`src/rtl/spi_rx_pkg.sv`:
```
// rtl/spi_rx_pkg.sv - shared types and helpers for the SPI audio receiver
//
// Purpose : state encoding and elaboration-time helpers used by spi_audio_rx.
// Contents: spi_rx_state_t  - receiver FSM states
//           sample_on_rise  - 1 when the sample edge is rising SCLK
//           ch_width        - channel index width, max(1, $clog2(n))
package spi_rx_pkg;

   typedef enum logic [1:0] {
      WAIT_IDLE = 2'd0,
      IDLE      = 2'd1,
      ACTIVE    = 2'd2
   } spi_rx_state_t;

   // Modes 0 and 3 sample on rising SCLK, modes 1 and 2 on falling SCLK.
   function automatic bit sample_on_rise(input bit cpol, input bit cpha);
      return (cpol == cpha);
   endfunction

   function automatic int ch_width(input int n);
      return (n <= 2) ? 1 : $clog2(n);
   endfunction

endpackage

```
`src/rtl/sync_edge_detect.sv`:
```
// rtl/sync_edge_detect.sv - multi-stage synchronizer with edge detection
//
// Purpose : brings an asynchronous input into the clk domain and flags edges.
// Ports   : clk_i    system clock
//           reset_i  synchronous active-high reset (chain loads RESET_LEVEL)
//           din_i    asynchronous input
//           level_o  synchronized level (last sync stage)
//           rise_o   one-cycle pulse on a synchronized 0->1 transition
//           fall_o   one-cycle pulse on a synchronized 1->0 transition
module sync_edge_detect #(
   parameter int SYNC_STAGES = 2,
   parameter bit RESET_LEVEL = 1'b0
) (
   input  logic clk_i,
   input  logic reset_i,
   input  logic din_i,
   output logic level_o,
   output logic rise_o,
   output logic fall_o
);

   logic [SYNC_STAGES-1:0] sync_q;
   logic                   hist_q;

   always_ff @(posedge clk_i) begin
      if (reset_i) begin
         sync_q <= {SYNC_STAGES{RESET_LEVEL}};
         hist_q <= RESET_LEVEL;
      end else begin
         sync_q <= {sync_q[SYNC_STAGES-2:0], din_i};
         hist_q <= sync_q[SYNC_STAGES-1];
      end
   end

   assign level_o = sync_q[SYNC_STAGES-1];
   assign rise_o  = sync_q[SYNC_STAGES-1] & ~hist_q;
   assign fall_o  = ~sync_q[SYNC_STAGES-1] & hist_q;

endmodule

```
`src/rtl/spi_audio_rx.sv`:
```
// rtl/spi_audio_rx.sv - parametrised SPI slave receiver for multi-channel audio words
//
// Purpose : oversamples SCLK/MOSI/CS in the clk_25mhz domain, shifts words MSB
//           first, tags each with a channel index and reports frame end status.
// Ports   : clk_25mhz   system clock
//           reset       synchronous active-high reset
//           spi_sclk    SCLK (asynchronous)
//           spi_mosi    MOSI (asynchronous)
//           spi_cs      chip select (asynchronous, polarity CS_ACTIVE_HIGH)
//           rx_data     last completed word, held until the next rx_valid
//           rx_ch       channel index of rx_data
//           rx_valid    one-cycle pulse per completed word
//           frame_done  one-cycle pulse on a clean frame end
//           frame_err   one-cycle pulse on a malformed frame end
module spi_audio_rx
   import spi_rx_pkg::*;
#(
   parameter int DATA_W         = 16,
   parameter int NUM_CH         = 2,
   parameter bit CPOL           = 1'b0,
   parameter bit CPHA           = 1'b0,
   parameter bit CS_ACTIVE_HIGH = 1'b1,
   parameter int SYNC_STAGES    = 2
) (
   input  logic                        clk_25mhz,
   input  logic                        reset,
   input  logic                        spi_sclk,
   input  logic                        spi_mosi,
   input  logic                        spi_cs,
   output logic [DATA_W-1:0]           rx_data,
   output logic [ch_width(NUM_CH)-1:0] rx_ch,
   output logic                        rx_valid,
   output logic                        frame_done,
   output logic                        frame_err
);

   localparam int CH_W  = ch_width(NUM_CH);
   localparam int BIT_W = $clog2(DATA_W);
   localparam int SET_W = $clog2(SYNC_STAGES + 1);

   localparam logic [BIT_W-1:0] LAST_BIT   = BIT_W'(DATA_W - 1);
   localparam logic [CH_W-1:0]  LAST_CH    = CH_W'(NUM_CH - 1);
   localparam logic [SET_W-1:0] SETTLE_MAX = SET_W'(SYNC_STAGES);
   localparam bit               SAMPLE_RISE = sample_on_rise(CPOL, CPHA);
   localparam bit               CS_IDLE_LVL = ~CS_ACTIVE_HIGH;

   // ------------------------------------------------------------------
   // Synchronizers. MOSI goes through the same depth so its level lines
   // up with the SCLK edge pulse; its own edges are not needed.
   // ------------------------------------------------------------------
   logic sclk_rise, sclk_fall, sclk_lvl_unused;
   logic cs_lvl, cs_rise_unused, cs_fall_unused;
   logic mosi_lvl, mosi_rise_unused, mosi_fall_unused;

   sync_edge_detect #(.SYNC_STAGES(SYNC_STAGES), .RESET_LEVEL(CPOL)) u_sync_sclk (
      .clk_i   (clk_25mhz),
      .reset_i (reset),
      .din_i   (spi_sclk),
      .level_o (sclk_lvl_unused),
      .rise_o  (sclk_rise),
      .fall_o  (sclk_fall)
   );

   sync_edge_detect #(.SYNC_STAGES(SYNC_STAGES), .RESET_LEVEL(CS_IDLE_LVL)) u_sync_cs (
      .clk_i   (clk_25mhz),
      .reset_i (reset),
      .din_i   (spi_cs),
      .level_o (cs_lvl),
      .rise_o  (cs_rise_unused),
      .fall_o  (cs_fall_unused)
   );

   sync_edge_detect #(.SYNC_STAGES(SYNC_STAGES), .RESET_LEVEL(1'b0)) u_sync_mosi (
      .clk_i   (clk_25mhz),
      .reset_i (reset),
      .din_i   (spi_mosi),
      .level_o (mosi_lvl),
      .rise_o  (mosi_rise_unused),
      .fall_o  (mosi_fall_unused)
   );

   logic sample;
   logic cs_act;

   assign sample = SAMPLE_RISE ? sclk_rise : sclk_fall;
   assign cs_act = CS_ACTIVE_HIGH ? cs_lvl : ~cs_lvl;

   // ------------------------------------------------------------------
   // State. The shift register holds only the DATA_W-1 earlier bits; the
   // final bit comes straight from MOSI on the completing edge.
   // settle_q keeps WAIT_IDLE from trusting the reset-loaded (inactive) CS
   // value: it only exits once the chain has refilled from the real pin,
   // so a reset released mid-frame cannot start capture half-way in.
   // ------------------------------------------------------------------
   spi_rx_state_t     state_q, state_d;
   logic [DATA_W-2:0] sr_q, sr_d;
   logic [BIT_W-1:0]  bit_cnt_q, bit_cnt_d;
   logic [CH_W-1:0]   ch_idx_q, ch_idx_d;
   logic [1:0]        word_cnt_q, word_cnt_d;
   logic [SET_W-1:0]  settle_q, settle_d;
   logic [DATA_W-1:0] rx_data_q, rx_data_d;
   logic [CH_W-1:0]   rx_ch_q, rx_ch_d;
   logic              rx_valid_q, rx_valid_d;
   logic              frame_done_q, frame_done_d;
   logic              frame_err_q, frame_err_d;
   logic [DATA_W-1:0] word;

   assign word = {sr_q, mosi_lvl};

   always_ff @(posedge clk_25mhz) begin
      if (reset) begin
         state_q      <= WAIT_IDLE;
         sr_q         <= '0;
         bit_cnt_q    <= '0;
         ch_idx_q     <= '0;
         word_cnt_q   <= '0;
         settle_q     <= '0;
         rx_data_q    <= '0;
         rx_ch_q      <= '0;
         rx_valid_q   <= 1'b0;
         frame_done_q <= 1'b0;
         frame_err_q  <= 1'b0;
      end else begin
         state_q      <= state_d;
         sr_q         <= sr_d;
         bit_cnt_q    <= bit_cnt_d;
         ch_idx_q     <= ch_idx_d;
         word_cnt_q   <= word_cnt_d;
         settle_q     <= settle_d;
         rx_data_q    <= rx_data_d;
         rx_ch_q      <= rx_ch_d;
         rx_valid_q   <= rx_valid_d;
         frame_done_q <= frame_done_d;
         frame_err_q  <= frame_err_d;
      end
   end

   always_comb begin
      state_d      = state_q;
      sr_d         = sr_q;
      bit_cnt_d    = bit_cnt_q;
      ch_idx_d     = ch_idx_q;
      word_cnt_d   = word_cnt_q;
      settle_d     = settle_q;
      rx_data_d    = rx_data_q;
      rx_ch_d      = rx_ch_q;
      rx_valid_d   = 1'b0;
      frame_done_d = 1'b0;
      frame_err_d  = 1'b0;

      if (settle_q != SETTLE_MAX) begin
         settle_d = settle_q + 1'b1;
      end

      case (state_q)
         WAIT_IDLE: begin
            if ((settle_q == SETTLE_MAX) && !cs_act) begin
               state_d = IDLE;
            end
         end

         IDLE: begin
            if (cs_act) begin
               state_d    = ACTIVE;
               bit_cnt_d  = '0;
               ch_idx_d   = '0;
               word_cnt_d = '0;
            end
         end

         ACTIVE: begin
            if (sample) begin
               sr_d = word[DATA_W-2:0];
               if (bit_cnt_q == LAST_BIT) begin
                  rx_data_d  = word;
                  rx_ch_d    = ch_idx_q;
                  rx_valid_d = 1'b1;
                  bit_cnt_d  = '0;
                  if (word_cnt_q != 2'b11) begin
                     word_cnt_d = word_cnt_q + 1'b1;
                  end
                  ch_idx_d = (ch_idx_q == LAST_CH) ? '0 : ch_idx_q + 1'b1;
               end else begin
                  bit_cnt_d = bit_cnt_q + 1'b1;
               end
            end
            // Frame end is judged on the counters after any word that
            // completed in this same cycle.
            if (!cs_act) begin
               state_d = IDLE;
               if (bit_cnt_d != '0) begin
                  frame_err_d = 1'b1;
               end else if (word_cnt_d != '0) begin
                  if (ch_idx_d == '0) begin
                     frame_done_d = 1'b1;
                  end else begin
                     frame_err_d = 1'b1;
                  end
               end
            end
         end

         default: state_d = WAIT_IDLE;
      endcase
   end

   assign rx_data    = rx_data_q;
   assign rx_ch      = rx_ch_q;
   assign rx_valid   = rx_valid_q;
   assign frame_done = frame_done_q;
   assign frame_err  = frame_err_q;

endmodule

```
`config.mk`:
```
export PLATFORM = sky130hd
export DESIGN_NAME = spi_audio_rx
export DESIGN_NICKNAME = d
export VERILOG_FILES = /design/src/rtl/spi_rx_pkg.sv /design/src/rtl/sync_edge_detect.sv /design/src/rtl/spi_audio_rx.sv
export SDC_FILE = /design/constraint.sdc
export NUM_CORES = 1
export LEC_CHECK = 0
export CAP_MARGIN = 20
export CORE_ASPECT_RATIO = 1.4
export CORE_MARGIN = 10
export CORE_UTILIZATION = 40
export CTS_BUF_LIST = sky130_fd_sc_hd__clkbuf_4 sky130_fd_sc_hd__clkbuf_8 sky130_fd_sc_hd__clkbuf_16
export CTS_CLUSTER_SIZE = 10
export DETAILED_ROUTE_END_ITERATION = 8
export GPL_ROUTABILITY_DRIVEN = 0
export PLACE_DENSITY_LB_ADDON = 0.2
export SLEW_MARGIN = 5
export SYNTH_ARGS = -nofsm -noshare
export SYNTH_HDL_FRONTEND = slang
export SYNTH_SLANG_ARGS = --single-unit
```
`constraint.sdc`:
```
create_clock -name clk_25mhz -period 2.1 [get_ports clk_25mhz]
set_clock_uncertainty 0.2 [all_clocks]
set_input_delay 0.42 -clock clk_25mhz [delete_from_list [all_inputs] [get_ports clk_25mhz]]
set_output_delay 0.42 -clock clk_25mhz [all_outputs]
set_load 0.005 [all_outputs]
```
# Word level (Yosys, flattened, before mapping)

Cells that the tools add are included.

Register bits after elaboration: 53
Input bits: 5
Output and inout bits: 20
Logic and storage cells: 72

Add/sub/neg operators: 4
Equality and inequality tests: 9
Muxes and demuxes: 26
Bitwise operators: 5
Reduce and logical (&&, ||, !) cells: 13

Operators with widths:

| cell                                                             | number |
|---|---|
| 2-bit 2-to-1 mux                                                 | 8 |
| 4-bit 2-to-1 mux                                                 | 4 |
| 1-bit 2-to-1 mux                                                 | 10 |
| 2-bit != test (second input constant)                            | 4 |
| 4-bit case mux with 2 select lines                               | 1 |
| 2-bit case mux with 3 select lines                               | 1 |
| 3-bit AND reduction                                              | 2 |
| 3-bit OR reduction                                               | 2 |
| 5-bit OR reduction                                               | 1 |
| 2-bit by 1-bit adder with 2-bit output (second input constant)   | 2 |
| 4-bit by 1-bit adder with 4-bit output (second input constant)   | 1 |
| 2-bit == test (second input constant)                            | 2 |
| 4-bit == test (second input constant)                            | 1 |
| 1-bit inverter                                                   | 4 |
| 2-bit case mux with 2 select lines                               | 1 |
| 2-bit AND reduction                                              | 2 |
| 2-bit nonzero test                                               | 2 |
| 4-bit nonzero test                                               | 1 |
| 2-bit by 1-bit == test with 1-bit output (second input constant) | 1 |
| 2-bit zero test                                                  | 1 |
| 2-bit by 1-bit != test with 1-bit output (second input constant) | 1 |
| 1-bit case mux with 2 select lines                               | 1 |
| 1-bit adder (second input constant)                              | 1 |
| 1-bit AND                                                        | 1 |
| 2 further kinds                                                  | 2 |

# Depth between registers and ports, before layout

Depth in word-level cells: 8
Mapped depth: 7
Depth with buffers taken out: 6

# Cells and area by module

A second synthesis with hierarchy kept.

Cells, all modules: 239
Area, all modules: 2,044.5 sq um

By module, submodules not included:

| module           | instances | cells an instance | area an instance (sq um) | seq. area each (sq um) |
|---|---|---|---|---|
| spi_audio_rx     | 1         | 215               | 1,770.4                  | 920.9 |
| sync_edge_detect | 3         | 8                 | 91.3                     | 60.1 |

# Worst setup path before layout

Ideal clock, no wire load.

Path type: reg2reg
Start point: register bit_cnt_q[1]
End point: register word_cnt_q[0]
Setup time: 0.103 ns
Data arrival time: 1.585 ns
Required time: 1.797 ns
Path slack: 0.212 ns
Stages on the path, launching flop included: 7
Buffers on the path: 0
Period minus slack after synthesis: 1.888 ns
Cells stage by stage: dfxtp_1 ha_1 nand3_1 or2_4 nor2_8 nor2_1 a2111oi_2

Longest elaborated chain between the ends: 5

Ends and longest elaborated chain:

| element                            | RTL line            | text |
|---|---|---|
| start, declared                    | spi_audio_rx.sv:97  | `logic [BIT_W-1:0] bit_cnt_q, bit_cnt_d;` |
| start signal, assigned             | spi_audio_rx.sv:126 | `bit_cnt_q <= bit_cnt_d;` |
| 4-bit == test                      | spi_audio_rx.sv:174 | `if (bit_cnt_q == LAST_BIT) begin` |
| 2-bit 2-to-1 mux                   | spi_audio_rx.sv:174 |  |
| 2-bit 2-to-1 mux                   | spi_audio_rx.sv:172 | `if (sample) begin` |
| 2-bit 2-to-1 mux                   | spi_audio_rx.sv:155 | `case (state_q)` |
| 2-bit case mux with 2 select lines | spi_audio_rx.sv:155 |  |
| end signal, assigned               | spi_audio_rx.sv:128 | `word_cnt_q <= word_cnt_d;` |
| end, declared                      | spi_audio_rx.sv:99  | `logic [1:0] word_cnt_q, word_cnt_d;` |

No other way between the ends. The select of a mux whose other input is x is not followed.
A chain may end at the register's enable or synchronous reset.

# Worst setup path after layout

Start point: register bit_cnt_q[0]
End point: register frame_err_q (netlist: frame_err)

Longest elaborated chain between the ends: 7
Elaborated cells on any way between the ends: 16
Those cells by class: add/sub: 1; eq/ne: 1; mux: 12; reduce/logical: 2

Ends and longest elaborated chain:

| element                                                                                        | RTL line            | text |
|---|---|---|
| parallel branches: the longest is 6 deep, another holds 4-bit by 1-bit adder with 4-bit output | n/a                 |  |
| 1-bit 2-to-1 mux (*)                                                                           | spi_audio_rx.sv:191 | `if (bit_cnt_d != '0) begin` |
| end signal, assigned                                                                           | spi_audio_rx.sv:134 | `frame_err_q <= frame_err_d;` |
| end, declared                                                                                  | spi_audio_rx.sv:105 | `logic frame_err_q, frame_err_d;` |

Mark *: on every way between the ends. The select of a mux whose other input is x is not followed.

==> results.yml <==
status:
  status: "complete, no violations"
layout:
  instances_no_fill: 336
  antenna_cells: 0
  final_common_cell: "nand2_1"
  final_cell_mix: "nand2_1, dfxtp_1, a21oi_1"
  num-fill-cells: 502
  area_growth_pct: 23.0
  layout-drive-gt1-share_pct: 10.3
  finalNetCount: 278
floorplan:
  start_util_pct: 41.3
  pin_count: 25
  die_area_um2: 8320
  die_y_um: 104
  core_um2: 4880
  die_w_um: 80.0
  floorplan.rows: 30
power:
  p_leak_nw: 0.864
  vdd_drop_max_uv: 525
  power-per-cell-area_nw_per_um2: 710
route:
  drtIter0Drc: 79
  vias: 1646
  wl_per_cell_um: 11.5
  via_per_inst: 4.90
  ant_nets: 0
  drt_wl_total_um: 3870
  drc_errors: 0
  first_pass_iters: 4
worst_hold_path:
  hold_depth: 1
  hold_path.class: "flop to flop"
  holdCritStartpoint: "u_sync_mosi.sync_q[0]"
  hold_path_end: "u_sync_mosi.sync_q[1]"
synth:
  syn_area_um2: 2020
  synth_seq_cells: 53
  avgSynthCellArea_um2: 8.47
  synth_cells: 238
  synth_edf_count: 0
  ys_types: 33
  synth-warning-count: 0
  postSynth.asyncResetShare_pct: 0
  synth_top_flop_cell: "dfxtp_1"
  syn_nets: 245
  yosysSeqAreaShare_pct: 52.6
sta:
  holdWs_ns: 0.238
  finalHoldViolations: 0
  grt_setup_unrepaired: "false"
  fmax_mhz: 544
  worst_pin_slew_ns: 0.364
  relSlewSlack_pct: 75.7
  slew_viol_final: 0
  setup-tns-final_ns: 0
  setup_viol: 0
  period_share_pct: 87.5
  fin_crit_ns: 1.84
clock_tree:
  cts_setup_buffers: 0
  cts_tree: "yes"
  ctsResizeCount: 0
  cts.path.max_buffers: 2
  path_clk_slew_ns: 0.09
  clk_latency_ns: 0.30
  hold_buffers: 0
  cts_root_buf: "clkbuf_8"
  cts_buffers: 5
  htreeDepth: 2
  clock_sinks: 53
setup_path:
  ff2ff_setup_slack_ns: 0.26
  critPathArrivalTime_ns: 1.84
  critical_path.cell_chain: "ha_1, nand2b_1, o22a_1, o22a_1, o21ba_2"
  required_ns: 2.10
  reg2reg_depth: 5
  slowest_delay_ns: 0.47
  crit_top_cell: "o22a_1"
  end_kind: "flop"
  r2r_start: "bit_cnt_q[0]"
  rr_endpoint: "frame_err"
  crit_type: "flop to flop"
  slowest_stage: "dfxtp_1"
  cp_max_fo: 8
  worstSetupStartpointType: "flop"
global_routing:
  grt_max_degree: 24
  grt_pass1_vias: 1549
  grt_pass1_wl_um: 6870
  antenna_found_initial: 0
  grtUsageTotal_pct: 10.0
  overflow: 0
placed_design:
  port_buffers: 24
  dp.cells: 328
  hpwl_um: 2750
flow_run:
  maxCapViolations: 0
metal layers:
metal  part of all wire [%]  vias to the layer above  global-route usage [%]
li1                       -                      856                       -
met1                     44                      766                    11.2
met2                     50                       17                    16.3
met3                    4.4                        7                    2.85
met4                    2.0                        0                    5.56
met5                      0                        -                       0
how the worst max path moves through the flow:
stage                            start            end  slack, ns  depth (start not counted)
after floorplan           bit_cnt_q[1]  word_cnt_q[0]       0.21                          6
after global placement           reset   bit_cnt_q[3]       0.17                          5
after detailed placement         reset   bit_cnt_q[3]       0.16                          5
after CTS                 bit_cnt_q[0]  word_cnt_q[0]       0.24                          6
after global routing      bit_cnt_q[0]    rx_data[13]       0.03                          7
final                     bit_cnt_q[0]      frame_err       0.26                          5
Yosys cell counts, drive strengths merged (3+ instances only):
library cell / instances / area share [%]
nor2: 15 / 3.6
buf: 4 / 0.99
clkbuf: 7 / 1.3
nand2: 72 / 13
nand2b: 4 / 1.6
a2111oi: 3 / 2.5
o21ai: 6 / 1.5
dfxtp: 53 / 53
nor3: 4 / 0.99
nor2b: 9 / 2.8
a21oi: 36 / 8.9
where the power goes:
part / total (mW) / internal, mW / switching [mW]
clock: 0.572 / 0.262 / 0.310
sequential: 1.06 / 1.04 / 0.0220
combinational: 0.131 / 0.0628 / 0.0679
total: 1.76 / 1.36 / 0.400
critical path: cells and delay by family (launching register included):
kind	cells	cell delay, ns
AOI/OAI and AO/OA	3	0.61
adders and majority gates	1	0.29
DFF	1	0.47
and+or+nand+nor	1	0.17
per-stage QoR:
stage	power [mW]	instance area (um^2)	util, %	worst slack [ns]
finish	1.76	2480	50.8	0.262
global route	1.85	2480	50.8	0.0334
CTS	1.79	2480	50.8	0.239
detailed placement	1.21	2390	48.9	0.159
global placement	1.20	2390	48.9	0.166
floorplan	1.18	2020	-	0.212
final cells by class:
type,count,area [um^2],share of cell area [%]
Clock buffer,7,83.8,3.38
Clock inverter,1,7.51,0.303
Inverter,2,7.51,0.303
Multi-Input combinational cell,172,902,36.4
Sequential cell,53,1060,42.8
Tap cell,64,80.1,3.23
Timing Repair Buffer,37,338,13.6
cells by family (layout without fill, tap and decap cells):
kind of cell | Yosys count | count (layout) | synth area share, %
AND/OR/NAND/NOR | 111 | 111 | 24.7
AO/OA/AOI/OAI | 57 | 57 | 17.9
flip-flops | 53 | 53 | 52.6
buffers and inverters | 13 | 47 | 2.67
adder cells (fa/ha/maj) | 2 | 2 | 1.24
XOR/XNOR | 2 | 2 | 0.869
sequential cells by signal, indices dropped and copies added (netlist names):
register	count
state_q	2
rx_data	16
rx_valid	1
sr_q	15
u_sync_sclk.sync_q	2
frame_done	1
word_cnt_q	2
u_sync_cs.sync_q	2
bit_cnt_q	4
ch_idx_q	1
frame_err	1
u_sync_sclk.hist_q	1
u_sync_mosi.sync_q	2
settle_q	2
rx_ch	1
Power figures use the tool's default switching activity.
